`src/rtl/pingpong_nport_buf_pkg.sv`:
```
// Shared constants and helpers for the ping-pong N-port buffer.
// Latency: n/a (declarations only).
// Backpressure: n/a.
package pingpong_buf_pkg;

   // Two banks: one owned by the writer, one by the reader.
   localparam int BANK_NUM = 2;

   // Bit offset of slot k on a packed bus of w-bit slots.
   function automatic int slot_lsb(input int k, input int w);
      return k * w;
   endfunction

endpackage

```
`src/rtl/pingpong_nport_buf_if.sv`:
```
// Handshake and data bus between the feature-map loader/window fetch and the buffer.
// Latency: n/a (wiring only).
// Backpressure: wr_ready / rd_bank_valid report bank ownership.
// Ports: write side (wr_*), shared-address read side (rd_*), debug bank indices, sticky err.
interface pingpong_nport_buf_if #(
   parameter int WIDTH      = 8,
   parameter int ADDR_WIDTH = 16,
   parameter int PORT_NUM   = 4
);
   logic                           wr_en;
   logic [ADDR_WIDTH-1:0]          wr_addr_1P;
   logic [WIDTH-1:0]               wr_data_1P;
   logic                           wr_commit;
   logic                           wr_ready;
   logic                           rd_en;
   logic [PORT_NUM*ADDR_WIDTH-1:0] rd_addr_NP;
   logic [PORT_NUM*WIDTH-1:0]      rd_data_NP;
   logic                           rd_data_valid;
   logic                           rd_bank_valid;
   logic                           rd_release;
   logic                           wr_bank;
   logic                           rd_bank;
   logic                           err;

   // Producer/consumer side of the buffer.
   modport master (
      output wr_en, wr_addr_1P, wr_data_1P, wr_commit, rd_en, rd_addr_NP, rd_release,
      input  wr_ready, rd_data_NP, rd_data_valid, rd_bank_valid, wr_bank, rd_bank, err
   );

   // The buffer itself.
   modport slave (
      input  wr_en, wr_addr_1P, wr_data_1P, wr_commit, rd_en, rd_addr_NP, rd_release,
      output wr_ready, rd_data_NP, rd_data_valid, rd_bank_valid, wr_bank, rd_bank, err
   );
endinterface

```
`src/rtl/pingpong_nport_buf_bank.sv`:
```
// dbuf_bank: DEPTH x WIDTH storage, one synchronous write port, PORT_NUM combinational read ports.
// Latency: write lands at the clock edge; reads are asynchronous index lookups.
// Backpressure: none; the caller qualifies we and range-checks addresses.
// Ports: clk, we/waddr/wdata (write), raddr (packed indices) -> rdata (packed words).
module dbuf_bank #(
   parameter int WIDTH    = 8,
   parameter int DEPTH    = 32,
   parameter int IDX_W    = 5,
   parameter int PORT_NUM = 4
) (
   input  logic                      clk,
   input  logic                      we,
   input  logic [IDX_W-1:0]          waddr,
   input  logic [WIDTH-1:0]          wdata,
   input  logic [PORT_NUM*IDX_W-1:0] raddr,
   output logic [PORT_NUM*WIDTH-1:0] rdata
);
   import pingpong_buf_pkg::*;

   // Contents are intentionally not reset; they are don't-care until written.
   logic [WIDTH-1:0] mem [DEPTH];

   always_ff @(posedge clk) begin
      if (we) begin
         mem[waddr] <= wdata;
      end
   end

   for (genvar k = 0; k < PORT_NUM; k++) begin : g_rd
      localparam int IL = slot_lsb(k, IDX_W);
      localparam int DL = slot_lsb(k, WIDTH);
      assign rdata[DL +: WIDTH] = mem[raddr[IL +: IDX_W]];
   end
endmodule

```
`src/rtl/pingpong_nport_buf.sv`:
```
// Ping-pong buffer: writer fills one bank while PORT_NUM readers consume the other.
// Latency: read data registered, 1 cycle after an accepted rd_en; flags update 1 cycle after commit/release.
// Backpressure: wr_ready=0 while writer bank is full; illegal strobes are dropped and set sticky err.
// Ports: clk, rst (async active-high), bus (slave modport of pingpong_nport_buf_if).
module pingpong_nport_buf #(
   parameter int WIDTH      = 8,
   parameter int DEPTH      = 32,
   parameter int ADDR_WIDTH = 16,
   parameter int PORT_NUM   = 4
) (
   input logic                  clk,
   input logic                  rst,
   pingpong_nport_buf_if.slave  bus
);
   import pingpong_buf_pkg::*;

   localparam int                    IDX_W   = (DEPTH > 1) ? $clog2(DEPTH) : 1;
   localparam logic [ADDR_WIDTH-1:0] DEPTH_A = ADDR_WIDTH'(DEPTH);

   logic [BANK_NUM-1:0]       full;
   logic                      wr_ptr;
   logic                      rd_ptr;
   logic                      err_q;
   logic [PORT_NUM*WIDTH-1:0] rd_data_q;
   logic                      rd_valid_q;

   logic                      wr_ready;
   logic                      rd_bank_valid;
   logic                      wr_in_range;
   logic                      wr_ok;
   logic                      commit_ok;
   logic                      release_ok;
   logic                      rd_ok;
   logic                      err_evt;
   logic [BANK_NUM-1:0]       full_nxt;
   logic [PORT_NUM*IDX_W-1:0] rd_idx;
   logic [PORT_NUM*WIDTH-1:0] bank0_rdata;
   logic [PORT_NUM*WIDTH-1:0] bank1_rdata;
   logic [PORT_NUM*WIDTH-1:0] rd_mux;

   assign wr_ready      = !full[wr_ptr];
   assign rd_bank_valid = full[rd_ptr];
   assign wr_in_range   = bus.wr_addr_1P < DEPTH_A;
   assign wr_ok         = bus.wr_en & wr_ready & wr_in_range;
   assign commit_ok     = bus.wr_commit & wr_ready;
   assign release_ok    = bus.rd_release & rd_bank_valid;
   assign rd_ok         = bus.rd_en & rd_bank_valid;

   // Out-of-range read addresses are benign (slot returns 0); only writer/handshake misuse is an error.
   assign err_evt = (bus.wr_en & !wr_ready)
                  | (bus.wr_en & !wr_in_range)
                  | (bus.wr_commit & !wr_ready)
                  | (bus.rd_release & !rd_bank_valid);

   // Commit needs an empty bank and release a full one, so they never touch the same bit.
   always_comb begin
      full_nxt = full;
      if (commit_ok) begin
         full_nxt[wr_ptr] = 1'b1;
      end
      if (release_ok) begin
         full_nxt[rd_ptr] = 1'b0;
      end
   end

   dbuf_bank #(.WIDTH(WIDTH), .DEPTH(DEPTH), .IDX_W(IDX_W), .PORT_NUM(PORT_NUM)) u_bank0 (
      .clk   (clk),
      .we    (wr_ok & (wr_ptr == 1'b0)),
      .waddr (bus.wr_addr_1P[IDX_W-1:0]),
      .wdata (bus.wr_data_1P),
      .raddr (rd_idx),
      .rdata (bank0_rdata)
   );

   dbuf_bank #(.WIDTH(WIDTH), .DEPTH(DEPTH), .IDX_W(IDX_W), .PORT_NUM(PORT_NUM)) u_bank1 (
      .clk   (clk),
      .we    (wr_ok & (wr_ptr == 1'b1)),
      .waddr (bus.wr_addr_1P[IDX_W-1:0]),
      .wdata (bus.wr_data_1P),
      .raddr (rd_idx),
      .rdata (bank1_rdata)
   );

   for (genvar k = 0; k < PORT_NUM; k++) begin : g_port
      localparam int AL = slot_lsb(k, ADDR_WIDTH);
      localparam int IL = slot_lsb(k, IDX_W);
      localparam int DL = slot_lsb(k, WIDTH);
      logic in_range;
      assign in_range             = bus.rd_addr_NP[AL +: ADDR_WIDTH] < DEPTH_A;
      assign rd_idx[IL +: IDX_W]  = bus.rd_addr_NP[AL +: IDX_W];
      assign rd_mux[DL +: WIDTH]  = !in_range ? '0
                                  : (rd_ptr ? bank1_rdata[DL +: WIDTH] : bank0_rdata[DL +: WIDTH]);
   end

   always_ff @(posedge clk or posedge rst) begin
      if (rst) begin
         full       <= '0;
         wr_ptr     <= 1'b0;
         rd_ptr     <= 1'b0;
         err_q      <= 1'b0;
         rd_data_q  <= '0;
         rd_valid_q <= 1'b0;
      end else begin
         full       <= full_nxt;
         wr_ptr     <= wr_ptr ^ commit_ok;
         rd_ptr     <= rd_ptr ^ release_ok;
         err_q      <= err_q | err_evt;
         rd_valid_q <= rd_ok;
         // rd_mux was built from the pre-release rd_ptr, so a same-cycle release still reads its bank.
         if (rd_ok) begin
            rd_data_q <= rd_mux;
         end
      end
   end

   assign bus.wr_ready      = wr_ready;
   assign bus.rd_bank_valid = rd_bank_valid;
   assign bus.rd_data_NP    = rd_data_q;
   assign bus.rd_data_valid = rd_valid_q;
   assign bus.wr_bank       = wr_ptr;
   assign bus.rd_bank       = rd_ptr;
   assign bus.err           = err_q;
endmodule
```
`src/flat_wrapper.sv`:
```
// flat-port wrapper written by rule: the top's interface ports become plain ports
module pingpong_nport_buf_flat import pingpong_buf_pkg::*;
#(
   parameter int WIDTH      = 8,
   parameter int DEPTH      = 32,
   parameter int ADDR_WIDTH = 16,
   parameter int PORT_NUM   = 4
)
  (clk, rst, bus_wr_en, bus_wr_addr_1P, bus_wr_data_1P, bus_wr_commit, bus_rd_en, bus_rd_addr_NP, bus_rd_release, bus_wr_ready, bus_rd_data_NP, bus_rd_data_valid, bus_rd_bank_valid, bus_wr_bank, bus_rd_bank, bus_err);
  pingpong_nport_buf_if #(.WIDTH(WIDTH), .ADDR_WIDTH(ADDR_WIDTH), .PORT_NUM(PORT_NUM)) bus_i ();
  input logic clk;
  input logic rst;
  input wire logic [$bits(bus_i.wr_en)-1:0] bus_wr_en;
  input wire logic [$bits(bus_i.wr_addr_1P)-1:0] bus_wr_addr_1P;
  input wire logic [$bits(bus_i.wr_data_1P)-1:0] bus_wr_data_1P;
  input wire logic [$bits(bus_i.wr_commit)-1:0] bus_wr_commit;
  input wire logic [$bits(bus_i.rd_en)-1:0] bus_rd_en;
  input wire logic [$bits(bus_i.rd_addr_NP)-1:0] bus_rd_addr_NP;
  input wire logic [$bits(bus_i.rd_release)-1:0] bus_rd_release;
  output wire logic [$bits(bus_i.wr_ready)-1:0] bus_wr_ready;
  output wire logic [$bits(bus_i.rd_data_NP)-1:0] bus_rd_data_NP;
  output wire logic [$bits(bus_i.rd_data_valid)-1:0] bus_rd_data_valid;
  output wire logic [$bits(bus_i.rd_bank_valid)-1:0] bus_rd_bank_valid;
  output wire logic [$bits(bus_i.wr_bank)-1:0] bus_wr_bank;
  output wire logic [$bits(bus_i.rd_bank)-1:0] bus_rd_bank;
  output wire logic [$bits(bus_i.err)-1:0] bus_err;
  assign bus_i.wr_en = bus_wr_en;
  assign bus_i.wr_addr_1P = bus_wr_addr_1P;
  assign bus_i.wr_data_1P = bus_wr_data_1P;
  assign bus_i.wr_commit = bus_wr_commit;
  assign bus_i.rd_en = bus_rd_en;
  assign bus_i.rd_addr_NP = bus_rd_addr_NP;
  assign bus_i.rd_release = bus_rd_release;
  assign bus_wr_ready = bus_i.wr_ready;
  assign bus_rd_data_NP = bus_i.rd_data_NP;
  assign bus_rd_data_valid = bus_i.rd_data_valid;
  assign bus_rd_bank_valid = bus_i.rd_bank_valid;
  assign bus_wr_bank = bus_i.wr_bank;
  assign bus_rd_bank = bus_i.rd_bank;
  assign bus_err = bus_i.err;
  pingpong_nport_buf #(.WIDTH(WIDTH), .DEPTH(DEPTH), .ADDR_WIDTH(ADDR_WIDTH), .PORT_NUM(PORT_NUM)) u_core (.clk(clk), .rst(rst), .bus(bus_i));
endmodule
```
`config.mk`:
```
export PLATFORM = sky130hd
export DESIGN_NAME = pingpong_nport_buf_flat
export DESIGN_NICKNAME = d
export VERILOG_FILES = /design/src/rtl/pingpong_nport_buf_pkg.sv /design/src/rtl/pingpong_nport_buf_if.sv /design/src/rtl/pingpong_nport_buf_bank.sv /design/src/rtl/pingpong_nport_buf.sv /design/src/flat_wrapper.sv
export SDC_FILE = /design/constraint.sdc
export NUM_CORES = 1
export LEC_CHECK = 0
export BUFFER_PORTS_ARGS = -buffer_cell sky130_fd_sc_hd__buf_4
export CAP_MARGIN = 20
export CORE_ASPECT_RATIO = 2
export CORE_UTILIZATION = 25
export DETAILED_ROUTE_END_ITERATION = 12
export MAX_ROUTING_LAYER = met4
export PLACE_DENSITY = 0.37
export SETUP_SLACK_MARGIN = 0.02
export SLEW_MARGIN = 20
export SYNTH_ARGS = -nofsm -noshare
export SYNTH_HDL_FRONTEND = slang
export SYNTH_SLANG_ARGS = --single-unit
```
`constraint.sdc`:
```
create_clock -name clk -period 6.08 [get_ports clk]
set_input_delay 0.304 -clock clk [delete_from_list [all_inputs] [get_ports clk]]
set_output_delay 0.304 -clock clk [all_outputs]
set_load 0.1 [all_outputs]
```
Yosys cells after proc, flatten, opt, wreduce, memory -nomap -nowiden:

Memory sizes are Yosys's and may differ from the RTL's.
Cells that the tools add are included.

* reduce and logical (&&, ||, !) cells: 5
* bitwise operators: 21
* muxes and demuxes: 22
* magnitude comparators: 9

Operators by type and width (count)
* 16-bit by 6-bit less-than comparator with 1-bit output (second input constant): 5
* 8-bit two-way mux: 8
* 1-bit AND: 11
* 1-bit two-way mux: 10
* 1-bit by 2-bit less-than comparator with 1-bit output (second input constant): 2
* 2-bit two-way mux: 2
* 1-bit OR: 4
* 1-bit zero test: 3
* 2-bit AND: 1
* 1-bit demux with 1-bit select: 2
* 1-bit greater-or-equal comparator (second input constant): 2
* 1-bit logical AND: 2
* 2-bit NOT: 1
* 2-bit OR: 1
* 1-bit bitwise XOR: 2
* 1-bit NOT: 1

* memories: 2
* bits in registers: 38
* logic and storage cells: 65
* RAM bits: 512
* input port bits: 94

Memory list
* u_core.u_bank0.mem: words 32, width 8, read ports 4, clocked after Yosys merged registers in 0, wr ports 1, line pingpong_nport_buf_bank.sv:21 `logic [WIDTH-1:0] mem [DEPTH];`
* u_core.u_bank1.mem: words 32, width 8, read ports 4, clocked after Yosys merged registers in 0, wr ports 1, line pingpong_nport_buf_bank.sv:21

Depth between registers and ports, before layout:

Gate-level depths: netlist of the first run.

* word-level depth: 8
* depth in mapped cells: 10
* mapped depth without buffers: 5

Cells and area by module:

Synthesis of the first run repeated with hierarchy kept, for this count alone.

* cell total of the unflattened synthesis: 1655
* area total of the unflattened synthesis: 33778.6 um^2

By module, submodules not included
* dbuf_bank: instances 2, cells an instance 730, seq. area each 7687.4 um^2, area each 15876.5 um^2
* pingpong_nport_buf: instances 1, cells an instance 195, seq. area each 950.9 um^2, area each 2025.7 um^2

Worst setup path before layout of the first run:

Ideal clock, no wire load.

* path kind: register to register
* from: register u_core.wr_ptr (netlist: u_core.bus.wr_bank)
* to: memory u_core.u_bank0.mem[15][0] (enable)
* slack: 1.449 ns
* library setup time: 0.370 ns
* stages on the path, launching flop included: 7
* arrival time: 4.261 ns
* data required time: 5.710 ns
* cell sequence: dfrtp_1 clkbuf_1 mux2i_1 nand4_1 nor3_1 nand3_1 nor2_1

* longest elaborated chain between the ends: 8
* elaborated cells on any way between the ends: 9
* classes of those cells: 4 x mux; 4 x bitwise; 1 x reduce/logical

RTL lines
* from (decl): line pingpong_nport_buf.sv:21 `logic wr_ptr;`
* from (signal assigned): line pingpong_nport_buf.sv:105 `wr_ptr <= wr_ptr ^ commit_ok;`
* 1-bit two-way mux (not written as such) (2 in a row): line pingpong_nport_buf.sv:41 `assign wr_ready = !full[wr_ptr];`
* 1-bit zero test: line pingpong_nport_buf.sv:41
* via bus_wr_ready: line flat_wrapper.sv:20 `output wire logic [$bits(bus_i.wr_ready)-1:0] bus_wr_ready;`
* 1-bit AND (2 in a row): line pingpong_nport_buf.sv:44 `assign wr_ok = bus.wr_en & wr_ready & wr_in_range;`
* 1-bit AND: line pingpong_nport_buf.sv:68 `.we (wr_ok & (wr_ptr == 1'b0)),`
* 1-bit two-way mux: line pingpong_nport_buf_bank.sv:24 `if (we) begin`
* 1-bit two-way mux (not written as such): line pingpong_nport_buf_bank.sv:25 `mem[waddr] <= wdata;`
* to (decl): line pingpong_nport_buf_bank.sv:21

The timed path passes the listed nets, and every way through them passes these cells. The select of a mux whose other input is x is not followed.

Worst setup path in the final report of the first run:

* from: register u_core.wr_ptr (netlist: u_core.bus.wr_bank)
* to: memory u_core.u_bank0.mem[3][2] (enable)

* longest elaborated chain between the ends: 8
* elaborated cells on any way between the ends: 9
* classes of those cells: 4 x mux; 4 x bitwise; 1 x reduce/logical

RTL lines (line)
* 1-bit two-way mux (not written as such) (2 in a row): pingpong_nport_buf.sv:41
* 1-bit zero test: pingpong_nport_buf.sv:41
* 1-bit AND (2 in a row): pingpong_nport_buf.sv:44
* 1-bit AND *: pingpong_nport_buf.sv:68
* 1-bit two-way mux *: pingpong_nport_buf_bank.sv:24
* 1-bit two-way mux (not written as such) *: pingpong_nport_buf_bank.sv:25

Mark *: on every way between the ends. The rest lies on a longest branch, timed or not. The select of a mux whose other input is x is not followed.

==> results of run 1 <==
cell usage after synthesis, types with 3 or more instances:
cell type	number
mux4_2	536
edfxtp_1	512
a22oi_1	139
nor2_1	90
buf_2	81
nand2_1	56
clkbuf_1	45
mux2i_1	42
dfrtp_1	38
a22o_1	29
nand3_1	26
o211ai_1	25
nor2b_1	23
buf_1	22
a21oi_1	21
a211oi_1	17
buf_4	15
a211o_1	13
inv_1	13
o21ai_0	11
a221oi_1	10
nand3b_1	9
o22ai_1	9
nor4_1	8
and2_1	6
buf_6	6
mux2_2	6
mux4_1	6
nor3_1	6
nand4_1	5
a311oi_1	3
nand4b_1	3
or4_1	3
metal layers:
layer,up-vias,share of wire (%),track usage (%)
met4,0,8.2,16.9
met2,1378,52,42.5
met1,12500,34,26.7
met5,-,0,-
li1,8485,-,-
met3,339,5.7,3.12
final cells by class:
cell class              instances  area share [%]
diodes                          4          0.0262
clock buffers                  58            3.64
clock inverters                42            1.06
inverters                      15           0.148
multi-input cells            1124            42.4
flip-flops and latches        550            42.8
well taps                    1719            5.64
repair buffers                196            4.24
repair_timing:
action,CTS,global route
setup endpoints to repair,0,0
endpoints found under the hold margin,59,0
hold buffers,7,0
cells in the final DEF (no fill, tap or decap), drive strengths merged, types with 11 or more instances in the layout:
cell and n:
a211o 13, nand3 26, a22oi 139, buf 186, clkbuf 61, a211oi 17
nor2 90, inv 19, a21oi 21, mux2i 42, edfxtp 512, dfrtp 38
mux4 542, nor2b 23, o21ai 11, a22o 29, nand2 56, clkinv 23
o211ai 25
kinds of logic (layout without fill, tap and decap cells):
| kind of cell | after synthesis | in the layout | synth area share [%] |
|---|---|---|---|
| simple gates | 249 | 249 | 3.65 |
| compound gates | 285 | 285 | 6.38 |
| buf+inv | 186 | 311 | 2.77 |
| mux | 590 | 590 | 38.2 |
| other cells | 0 | 4 | 0 |
| flops | 550 | 550 | 49.0 |
final timing paths:
path	to
worst min register to register	u_core.bus.err
max in group asynchronous	u_core.bus.rd_data_NP[29]
worst max-delay path	u_core.u_bank0.mem[3][2]
min in group asynchronous	u_core.bus.rd_data_NP[3]
worst max register to register	u_core.u_bank0.mem[3][2]
worst min-delay path	u_core.bus.err
metrics by stage:
step / util, % / power, mW / cells
floorplan: - / 5.13 / 1860
detailed placement: 27.4 / 5.76 / 3597
CTS: 28.8 / 9.38 / 3704
global route: 28.8 / 9.49 / 3707
global placement: 27.3 / 5.77 / 3597
finish: 28.8 / 9.31 / 3708
state kept, by name, indices dropped and copies added, names as in the netlist:
signal                    cells
u_core.bus.err                1
u_core.bus.rd_bank            1
u_core.bus.rd_data_NP        32
u_core.bus.rd_data_valid      1
u_core.bus.wr_bank            1
u_core.full                   2
u_core.u_bank0.mem          256
u_core.u_bank1.mem          256
power groups by stage:
stage | Sequential (mW) | Clock, mW | Combinational, mW
finish | 4.18 | 3.61 | 1.52
global route | 4.18 | 3.76 | 1.55
global placement | 4.26 | 0 | 1.51
detailed placement | 4.26 | 0 | 1.51
floorplan | 4.32 | 0 | 0.816
CTS | 4.17 | 3.68 | 1.52
critical path: stages (launching register included):
cell     delay (ps)
dfrtp_1         500
mux2i_1         350
nand4_1         200
nor3_1          650
nand3_1         710
nor2_1          840
==> impl_metrics.tcl, run 1 <==
set metrics [dict create \
    status "completed" \
    maxSlewViolCount 0 \
    async_reset_ff_share_pct 6.91 \
    clock_latency_ps 670 \
    first_global_vias 23400 \
    ys_ff_latch 550 \
    grt_pass1_wl_mm 219 \
    num_vias 22700 \
    die_h_um 518 \
    tightest_slew_ps 1280 \
    max_cap_viol_count 0 \
    synth-seq-area-share_pct 49.0 \
    dieArea_mm2 0.135 \
    routedWlPerCell_um 44.1 \
    drt_iter0_markers 2509 \
    grt_use_total_pct 24.9 \
    vdd_drop_max_v 0.000219 \
    yosys_warnings 0 \
    firstDrtPassIters 6 \
    dieWidth_um 260 \
    max_slew_margin_pct 14.2 \
    required_ps 6370 \
    synth_cell_type_count 49 \
    critPathLaunchType "register" \
    tritoncts "yes" \
    switchingPower_mw 2.72 \
    p_leak_nw 11.9 \
    hold_class "in -> reg" \
    root_buffer "clkbuf_16" \
    fin_area_mm2 0.0381 \
    antenna_found_initial 5 \
    hpwl_mm 117 \
    io_buffers 131 \
    cts_sinks 550 \
    syn_to_final_growth_pct 14.5 \
    synth_flop_cell "edfxtp_1" \
    drive_gt1_share_pct 43.9 \
    clk_pin_slew_ps 70 \
    crit_start "u_core.bus.wr_bank" \
    whs_ps 47.4 \
    cts_buffers 53 \
    fmax_mhz 275 \
    core-area_mm2 0.132 \
    yosysTopAreaCell "edfxtp_1" \
    yosys-top-cells-area "edfxtp_1 46%, mux4_2 36%, a22oi_1 3.1%" \
    seq_area_mm2 0.0163 \
    rr_worst_depth 5 \
    fin_skew_ps 41.7 \
    finalSetupViolCount 0 \
    fillers 13100 \
    cp-end-kind "register" \
    internal_power_mw 6.59 \
    syn-mean-instance-area_um2 17.9 \
    synthCells 1860 \
    period_minus_slack_ps 3630 \
    fin_tns_setup_ps 0 \
    drc 0 \
    min_from "bus_wr_addr_1P[10]" \
    whs_path_depth 4 \
    synth_edf_count 512 \
    finalHoldViolCount 0 \
    arrival_ps 3920 \
    path_max_fanout 8 \
    combPwrFrac_pct 16.3 \
    place_area_mm2 0.0363 \
    regToRegStartpoint "u_core.bus.wr_bank" \
    row_count 189 \
    syn_area_mm2 0.0333 \
    post-route-period-util_pct 59.7 \
    worst_slack_ps 2450 \
    final_antenna_net_count 0 \
    routed_wl_mm 163 \
    synth_top_area_share_pct 46.2 \
    cts_resized 0 \
    gr-total-overflow 0 \
    power_density_mw_per_mm2 244 \
    synth.net_count 1954 \
    p_sw_share_pct 29.3 \
    cts_setup_buffers 0 \
    via_per_inst 6.11 \
    cts-htree-levels 2 \
    reg2reg_slack_ps 2450 \
    clk_path_buf_depth 3 \
    grt_setup_unrepaired "false" \
    nNetsFinal 2034 \
    p_clk_share_pct 38.8 \
    seqPwrFrac_pct 44.8 \
    start_util_pct 25.2 \
    place_ws_ps 2300 \
    grt_max_degree 65 \
    gp_congestion 0.905 \
    io_pins 132 \
    crit_type "reg -> reg" \
    multi_input_area_mm2 0.0162 \
]
(Power assumes the default switching activity.)
==> inputs of run 2 (changes only) <==
--- a/config.mk
+++ b/config.mk
@@ -11,7 +11,7 @@
 export CORE_UTILIZATION = 25
 export DETAILED_ROUTE_END_ITERATION = 12
 export MAX_ROUTING_LAYER = met4
-export PLACE_DENSITY = 0.37
+export PLACE_DENSITY = 0.38
 export SETUP_SLACK_MARGIN = 0.02
 export SLEW_MARGIN = 20
 export SYNTH_ARGS = -nofsm -noshare
==> constraint.sdc (replaced) <==
create_clock -name clk -period 3 [get_ports clk]
set_input_delay 0.15 -clock clk [delete_from_list [all_inputs] [get_ports clk]]
set_output_delay 0.15 -clock clk [all_outputs]
set_load 0.1 [all_outputs]
==> impl_metrics.tcl, run 2 (same netlist as run 1, synthesis figures left out) <==
set metrics [dict create \
    status "completed" \
    finalHoldViolCount 0 \
    final_antenna_net_count 0 \
    grt_setup_unrepaired "false" \
    hpwl_mm 123 \
    grt_pass1_wl_mm 221 \
    num_vias 23100 \
    max_cap_viol_count 0 \
    nNetsFinal 2223 \
    maxSlewViolCount 0 \
    period_minus_slack_ps 2670 \
    drive_gt1_share_pct 50.3 \
    reg2reg_slack_ps 330 \
    dieArea_mm2 0.135 \
    clk_path_buf_depth 3 \
    fillers 13000 \
    gr-total-overflow 0 \
    max_slew_margin_pct 24.1 \
    first_global_vias 24200 \
    firstDrtPassIters 6 \
    met3_length_mm 7.82 \
    highest_layer "met4" \
    gp_congestion 0.917 \
    path_max_fanout 8 \
    routedWlPerCell_um 42.3 \
    cts_setup_buffers 0 \
    seq_area_mm2 0.0163 \
    power_density_mw_per_mm2 470 \
    core-area_mm2 0.132 \
    multi_input_area_mm2 0.0165 \
    root_buffer "clkbuf_16" \
    fmax_mhz 374 \
    syn_to_final_growth_pct 21.2 \
    io_buffers 131 \
    place_area_mm2 0.0385 \
    grt_max_degree 65 \
    power.total_mw 19.0 \
    drt_iter0_markers 2403 \
    required_ps 3300 \
    routed_wl_mm 165 \
    post-route-period-util_pct 89.1 \
    row_count 189 \
    dp.cells 3782 \
    p_leak_nw 12.9 \
    vdd_drop_max_v 0.000410 \
    crit_type "reg -> reg" \
    cts_resized 0 \
    drc 0 \
    place_ws_ps -16.3 \
    whs_ps 50.1 \
    worst_slack_ps 326 \
    dieWidth_um 260 \
    arrival_ps 2970 \
    cts_buffers 54 \
    clock_latency_ps 680 \
    wl_met1_mm 54.9 \
    clk_pin_slew_ps 70 \
    hold_class "in -> reg" \
    grt_use_total_pct 25.1 \
    via_per_inst 5.94 \
    cts_sinks 550 \
    layoutNonFillerInstCount 3893 \
    start_util_pct 25.2 \
    fin_skew_ps 38.7 \
    antenna_found_initial 2 \
    cp-end-kind "register" \
    fin_area_mm2 0.0404 \
    final_common_cell "mux4_2" \
    wl_met2_mm 87.5 \
    io_pins 132 \
    die_h_um 518 \
    layout_common_cells "536 x mux4_2, 512 x edfxtp_1, 320 x buf_4" \
    critPathLaunchType "register" \
    tritoncts "yes" \
    tightest_slew_ps 1140 \
    finalSetupViolCount 0 \
    cts-htree-levels 2 \
    hold_buffers 10 \
]
-- run 2: cell types whose count changed in the layout (fill, tap and decap cells not counted), moves of 16 or more --
| cell | delta |
|---|---|
| buf_12 | +39 |
| buf_4 | +145 |
| nor2_1 | -28 |
| nor2_2 | -16 |
| nor2_4 | +44 |
-- run 2: metal layers --
layer	vias up	GRT usage [%]
li1	8896	-
met1	12600	25.8
met2	1246	43.9
met3	363	2.89
met4	0	18.1
met5	-	-
-- run 2: layout make-up --
class | count | share of cell area, %
multi-input cells | 1124 | 41.0
flip-flops and latches | 550 | 40.5
repair buffers | 384 | 8.74
well taps | 1719 | 5.33
clock buffers | 59 | 3.39
clock inverters | 41 | 0.961
inverters | 15 | 0.139
diodes | 1 | 0.00620
-- run 2: per-stage QoR --
step,util [%],setup TNS (ps)
global route,30.5,0
detailed placement,29.1,-16.3
finish,30.5,0
global placement,29.1,-66.1
CTS,30.5,0
floorplan,-,-38020
-- run 2: critical path, stage by stage (launching register included) --
cell	delay, ps
dfrtp_4	500
mux2i_4	280
nand4_1	270
nor3_4	420
nand2_2	70
buf_4	250
nor2_4	480
-- run 2: worst paths after layout --
check	startpoint	end	cells after the start
max reg2reg	u_core.bus.wr_bank	u_core.u_bank0.mem[25][7]	6
min reg2reg	u_core.bus.rd_data_NP[12]	u_core.bus.rd_data_NP[12]	1
min in group asynchronous	rst	u_core.bus.err	3
max in group asynchronous	rst	u_core.bus.rd_data_NP[30]	4
min	bus_wr_data_1P[2]	u_core.u_bank1.mem[29][2]	1
max	u_core.bus.wr_bank	u_core.u_bank0.mem[25][7]	6
-- run 2: power by group --
part	internal, mW	switching, mW	leakage (nW)
sequential	8.41	0.0723	5.11
clock	3.77	3.46	0.838
combinational	1.20	2.04	6.97
